File: config.mk
export PLATFORM = sky130hd
export DESIGN_NAME = bf_program_mem
export DESIGN_NICKNAME = d
export VERILOG_FILES = /design/src/rtl/bf_program_mem.sv
export SDC_FILE = /design/constraint.sdc
export NUM_CORES = 2
export LEC_CHECK = 0
export ABC_CLOCK_PERIOD_IN_PS = 18700
export CELL_PAD_IN_SITES_DETAIL_PLACEMENT = 0
export CELL_PAD_IN_SITES_GLOBAL_PLACEMENT = 1
export CORE_MARGIN = 3
export CORE_UTILIZATION = 40
export CTS_CLUSTER_SIZE = 16
export DETAILED_ROUTE_END_ITERATION = 6
export PLACE_DENSITY = 0.7
export SETUP_SLACK_MARGIN = 0.05
export SLEW_MARGIN = 20
export SYNTH_ARGS = -nofsm -noshare
export SYNTH_HDL_FRONTEND = slang
export SYNTH_SLANG_ARGS = --single-unit
File: constraint.sdc
create_clock -name clk -period 18.7 [get_ports clk]
set_input_delay 2.805 -clock clk [delete_from_list [all_inputs] [get_ports clk]]
set_output_delay 2.805 -clock clk [all_outputs]
set_load 0.03 [all_outputs]
File: src/rtl/bf_program_mem.sv
// Loadable program memory for the brainfuck core: filters a byte stream down to
// command characters, tracks bracket nesting, appends a 0x00 terminator.
module bf_program_mem #(
   parameter int ADDR_WIDTH = 8,
   parameter int NEST_WIDTH = 6
) (
   input  logic                  clk,
   input  logic                  reset,
   input  logic                  loadStart,
   input  logic                  loadValid,
   input  logic [7:0]            loadData,
   output logic                  loadReady,
   input  logic                  loadEnd,
   input  logic [ADDR_WIDTH-1:0] addrIn,
   output logic [7:0]            dataOut,
   output logic [ADDR_WIDTH:0]   progLen,
   output logic                  progReady,
   output logic                  errOverflow,
   output logic                  errUnbalanced
);
   localparam int DEPTH = 1 << ADDR_WIDTH;
   localparam logic [ADDR_WIDTH:0] MAX_LEN = {1'b0, {ADDR_WIDTH{1'b1}}};

   typedef enum logic [1:0] {IDLE, LOAD, FINISH, RUN} state_t;

   state_t                state;
   logic [7:0]            mem [DEPTH];
   logic [NEST_WIDTH-1:0] nest;
   logic                  xfer;
   logic                  isCmd;
   logic                  hasRoom;
   logic                  wrEn;
   logic [7:0]            wrData;

   // loadReady is high exactly while in LOAD, so it doubles as the transfer qualifier.
   assign xfer    = loadValid && loadReady;
   assign hasRoom = progLen < MAX_LEN;

   always_comb begin
      case (loadData)
         8'h2B, 8'h2D, 8'h3C, 8'h3E, 8'h2E, 8'h2C, 8'h5B, 8'h5D: isCmd = 1'b1;
         default: isCmd = 1'b0;
      endcase
   end

   always_comb begin
      wrEn   = 1'b0;
      wrData = loadData;
      if (!loadStart) begin
         if (state == LOAD && xfer && isCmd && hasRoom)
            wrEn = 1'b1;
         if (state == FINISH) begin
            wrEn   = 1'b1;
            wrData = '0;
         end
      end
   end

   always_ff @(posedge clk) begin
      if (wrEn)
         mem[progLen[ADDR_WIDTH-1:0]] <= wrData;
   end

   always_ff @(posedge clk or posedge reset) begin
      if (reset) begin
         state         <= IDLE;
         dataOut       <= '0;
         progLen       <= '0;
         progReady     <= 1'b0;
         loadReady     <= 1'b0;
         errOverflow   <= 1'b0;
         errUnbalanced <= 1'b0;
         nest          <= '0;
      end else begin
         // Reads outside RUN or past the terminator return 0x00 so stale bytes never leak.
         if (state == RUN && {1'b0, addrIn} <= progLen)
            dataOut <= mem[addrIn];
         else
            dataOut <= '0;

         if (loadStart) begin
            state         <= LOAD;
            loadReady     <= 1'b1;
            progReady     <= 1'b0;
            progLen       <= '0;
            nest          <= '0;
            errOverflow   <= 1'b0;
            errUnbalanced <= 1'b0;
         end else begin
            case (state)
               LOAD: begin
                  if (xfer && isCmd) begin
                     if (hasRoom)
                        progLen <= progLen + (ADDR_WIDTH+1)'(1);
                     else
                        errOverflow <= 1'b1;
                     if (loadData == 8'h5B) begin
                        if (nest == '1)
                           errUnbalanced <= 1'b1;
                        else
                           nest <= nest + NEST_WIDTH'(1);
                     end else if (loadData == 8'h5D) begin
                        if (nest == '0)
                           errUnbalanced <= 1'b1;
                        else
                           nest <= nest - NEST_WIDTH'(1);
                     end
                  end
                  if (loadEnd) begin
                     state     <= FINISH;
                     loadReady <= 1'b0;
                  end
               end
               FINISH: begin
                  if (nest != '0)
                     errUnbalanced <= 1'b1;
                  state     <= RUN;
                  progReady <= 1'b1;
               end
               IDLE, RUN: ;
               default: state <= IDLE;
            endcase
         end
      end
   end
endmodule

==> impl_metrics.py <==
metrics = {
    "floorplanning": {
        "coreArea_sq_um": 205000,
        "io_pins": 42,
        "row_count": 166,
        "die_area_sq_um": 211900,
        "die_w_microns": 460.3,
        "die_h_microns": 460.3,
        "start_util_pct": 40.27,
    },
    "worst_setup_path": {
        "crit_path_frequent_cell": "buf_4",
        "crit_type": "in -> reg",
        "crit_buf_inv": 4,
        "cp_cell_sequence": "buf_8 > buf_4 > buf_4 > buf_4 > mux4_2 > o311ai_0 > a21oi_1 > o41ai_1 > nand3_1 > a22o_1",
        "cp-start-kind": "primary input",
        "endpoint_kind": "register",
        "cp.required_ns": 19.43,
        "crit_family": "buffers and inverters",
        "cpPeakStageDelay_ns": 0.84,
        "cp.arrival_ns": 7.85,
        "critPathMaxFanout": 64,
        "crit_slowest_cell": "buf_4",
    },
    "status": {
        "outcome": "complete, no violations",
    },
    "clock_tree": {
        "clk_latency_ns": 0.86,
        "clkSlewWorstSetupHoldPaths_ns": 0.06,
        "cts_tree": "built",
        "clockBufferDepth": 3,
        "htreeDepth": 4,
        "cts_hold_buf": 0,
        "cts_buffers": 205,
        "postCtsSetupBuffers": 0,
        "cts_root_buffer": "clkbuf_16",
        "ctsResizeCount": 0,
        "cts.sinks": 2077,
    },
    "grt": {
        "grt_pass1_vias": 41850,
        "grt_max_degree": 201,
        "grt_overflow": 0,
        "grt_pass1_wl_mm": 316.8,
        "antenna_found_initial": 7,
        "grt_util_all_layers_pct": 20.91,
    },
    "detailed_routing": {
        "top_layer_used": "met4",
        "drc": 0,
        "met2WireLength_mm": 105.2,
        "drt-pass1-iter-count": 6,
        "vias_per_cell": 5.964,
        "ant_nets": 0,
        "wl_met3_mm": 19.56,
        "routedWlPerCell_microns": 31.39,
        "met1_length_mm": 90.16,
        "dr_total_vias": 42360,
        "drtIter0Drc": 5418,
        "routed_wl_mm": 223.0,
    },
    "cells_and_area": {
        "n_antenna_cell": 0,
        "areaGrowthSynthToFinish_pct": 11.21,
        "fin_util_pct": 44.78,
        "drive_gt1_share_pct": 17.15,
        "nets": 4280,
    },
    "sta": {
        "fin_crit_sh_pct": 38.06,
        "grt_setup_unrepaired": "no",
        "slew_violations": 0,
        "tightest_slew_ns": 1.176,
        "fin_skew_ns": 0.04662,
        "layout_min_cycle_time_ns": 7.118,
        "final-hold-violation-count": 0,
        "holdWs_ns": 0.5156,
        "max_freq_ghz": 0.1405,
        "slew_headroom_pct": 21.15,
        "setup_viol": 0,
        "fin_setup_tns_ns": 0,
    },
    "yosys": {
        "synth_top_area_share_pct": 74.49,
        "synth_area_sq_um": 82560,
        "syn_nets": 4207,
        "synth-seq-cells": 2077,
        "ys_types": 77,
        "avgSynthCellArea_sq_um": 19.80,
        "async_reset_ff_share_pct": 1.396,
        "syn_inst": 4169,
        "ys_seq_area_share_pct": 75.37,
        "synth_most_common_cell": "edfxtp_1",
        "ys_top_cells_by_count": "2048 x edfxtp_1, 366 x mux2i_1, 332 x mux4_2, 320 x nor2_1, 115 x a221oi_1",
        "synth_edf_count": 2048,
        "ys_warn_count": 0,
        "dominantRegCellSynth": "edfxtp_1",
        "synth.area.top_cells": "edfxtp_1 74%, mux4_2 9.1%, mux2i_1 4.4%",
        "synth_top_cell_by_area": "edfxtp_1",
    },
    "power_and_ir_drop": {
        "p_leak_nw": 28.93,
        "power_mw": 9.646,
        "powerDensity_nw_per_um2": 105.1,
        "ir_drop_uv": 95.61,
    },
    "flow_run": {
        "max_cap_violations": 0,
    },
    "placed_design": {
        "port_buffers": 41,
        "hpwl_mm": 130.6,
        "globalplace.congestion": 0.8328,
    },
    "min_path": {
        "min_path_type": "reg -> reg",
    },
}
[power by group]
group	total, mW	internal [mW]	switching, mW
registers	5.13	5.13	0.00291
clock network	4.02	2.27	1.75
logic	0.494	0.151	0.343
[worst register-to-register path: stages (launching register included)]
cell	delay, ns
dfrtp_1	0.59
inv_1	0.61
nor4_1	0.17
a21o_1	0.26
nor3_4	0.38
o21ba_2	0.66
nand4_4	0.79
nor2_1	1.20
[registers in the layout, summed over array words and instances (netlist names)]
register       cells
mem             2048
progLen            9
dataOut            8
nest               6
state              2
errOverflow        1
errUnbalanced      1
loadReady          1
progReady          1
[cells in the final DEF, fill, tap and decap left out, types with 7 or more instances in the layout]
cell / instances
a211oi_1: 13
a21oi_1: 78
a221o_1: 27
a221oi_1: 115
a22oi_1: 66
a31oi_1: 14
buf_12: 8
buf_4: 77
bufinv_16: 14
clkbuf_1: 60
clkbuf_16: 208
clkbuf_8: 7
clkdlybuf4s50_1: 35
clkinv_1: 41
clkinv_2: 31
dfrtp_1: 29
edfxtp_1: 2048
ha_1: 16
inv_1: 22
mux2_2: 11
mux2i_1: 366
mux4_1: 15
mux4_2: 332
nand2_1: 48
nand2b_1: 15
nand3_1: 36
nand4_1: 15
nand4_4: 10
nor2_1: 317
nor2b_4: 10
nor3_1: 23
nor4_1: 12
o211ai_1: 9
o21ai_0: 90
o221ai_1: 27
o22ai_1: 19
xnor2_1: 10
[worst paths after layout]
kind	from	endpoint	slack [ns]	cells past startpoint
worst max register to register	progLen[2]$_DFFE_PP0P_	mem[49][7]$_DFFE_PP_	13.66	7
max in group asynchronous	reset	dataOut[4]$_DFF_PP0_	15.52	2
worst min register to register	errUnbalanced$_DFFE_PP0P_	errUnbalanced$_DFFE_PP0P_	0.52	2
min in group asynchronous	reset	dataOut[7]$_DFF_PP0_	2.54	2
worst max-delay path	addrIn[0]	dataOut[5]$_DFF_PP0_	11.58	10
worst min-delay path	errUnbalanced$_DFFE_PP0P_	errUnbalanced$_DFFE_PP0P_	0.52	2
[metrics by stage]
stage	setup slack, ns	area (sq um)	std cells
2_1_floorplan	8.090	82560	4169
3_3_place_gp	10.63	85230	6722
3_5_place_dp	10.71	85250	6723
4_1_cts	11.61	91800	7103
5_1_grt	11.17	91810	7103
6_report	11.58	91810	7103
[area by class of cell]
type,count,area [sq um]
Clock buffer,275,5527
Clock inverter,105,1026
Fill cell,17100,113200
Inverter,26,102.6
Multi-Input combinational cell,1807,18420
Sequential cell,2077,62220
Tap cell,2688,3363
Timing Repair Buffer,125,1146
[layer usage]
layer | track usage (%) | up-vias
met3 | 3.763 | 355
met1 | 29.43 | 22460
li1 | - | 17460
met5 | 0 | -
met2 | 32.95 | 2086
met4 | 7.053 | 0
[logic make-up (layout without fill, tap and decap cells)]
kind of cell | after synthesis | count (layout) | share of synthesized area, %
DFF | 2077 | 2077 | 75.37
muxes | 724 | 724 | 14.12
buffers and inverters | 285 | 531 | 2.445
adders and majority gates | 17 | 17 | 0.2667
xor gates and xnor gates | 10 | 10 | 0.1061
AOI/OAI and AO/OA | 536 | 536 | 4.744
and+or+nand+nor | 520 | 520 | 2.945
Note: power is estimated with default switching activity, not from simulation.
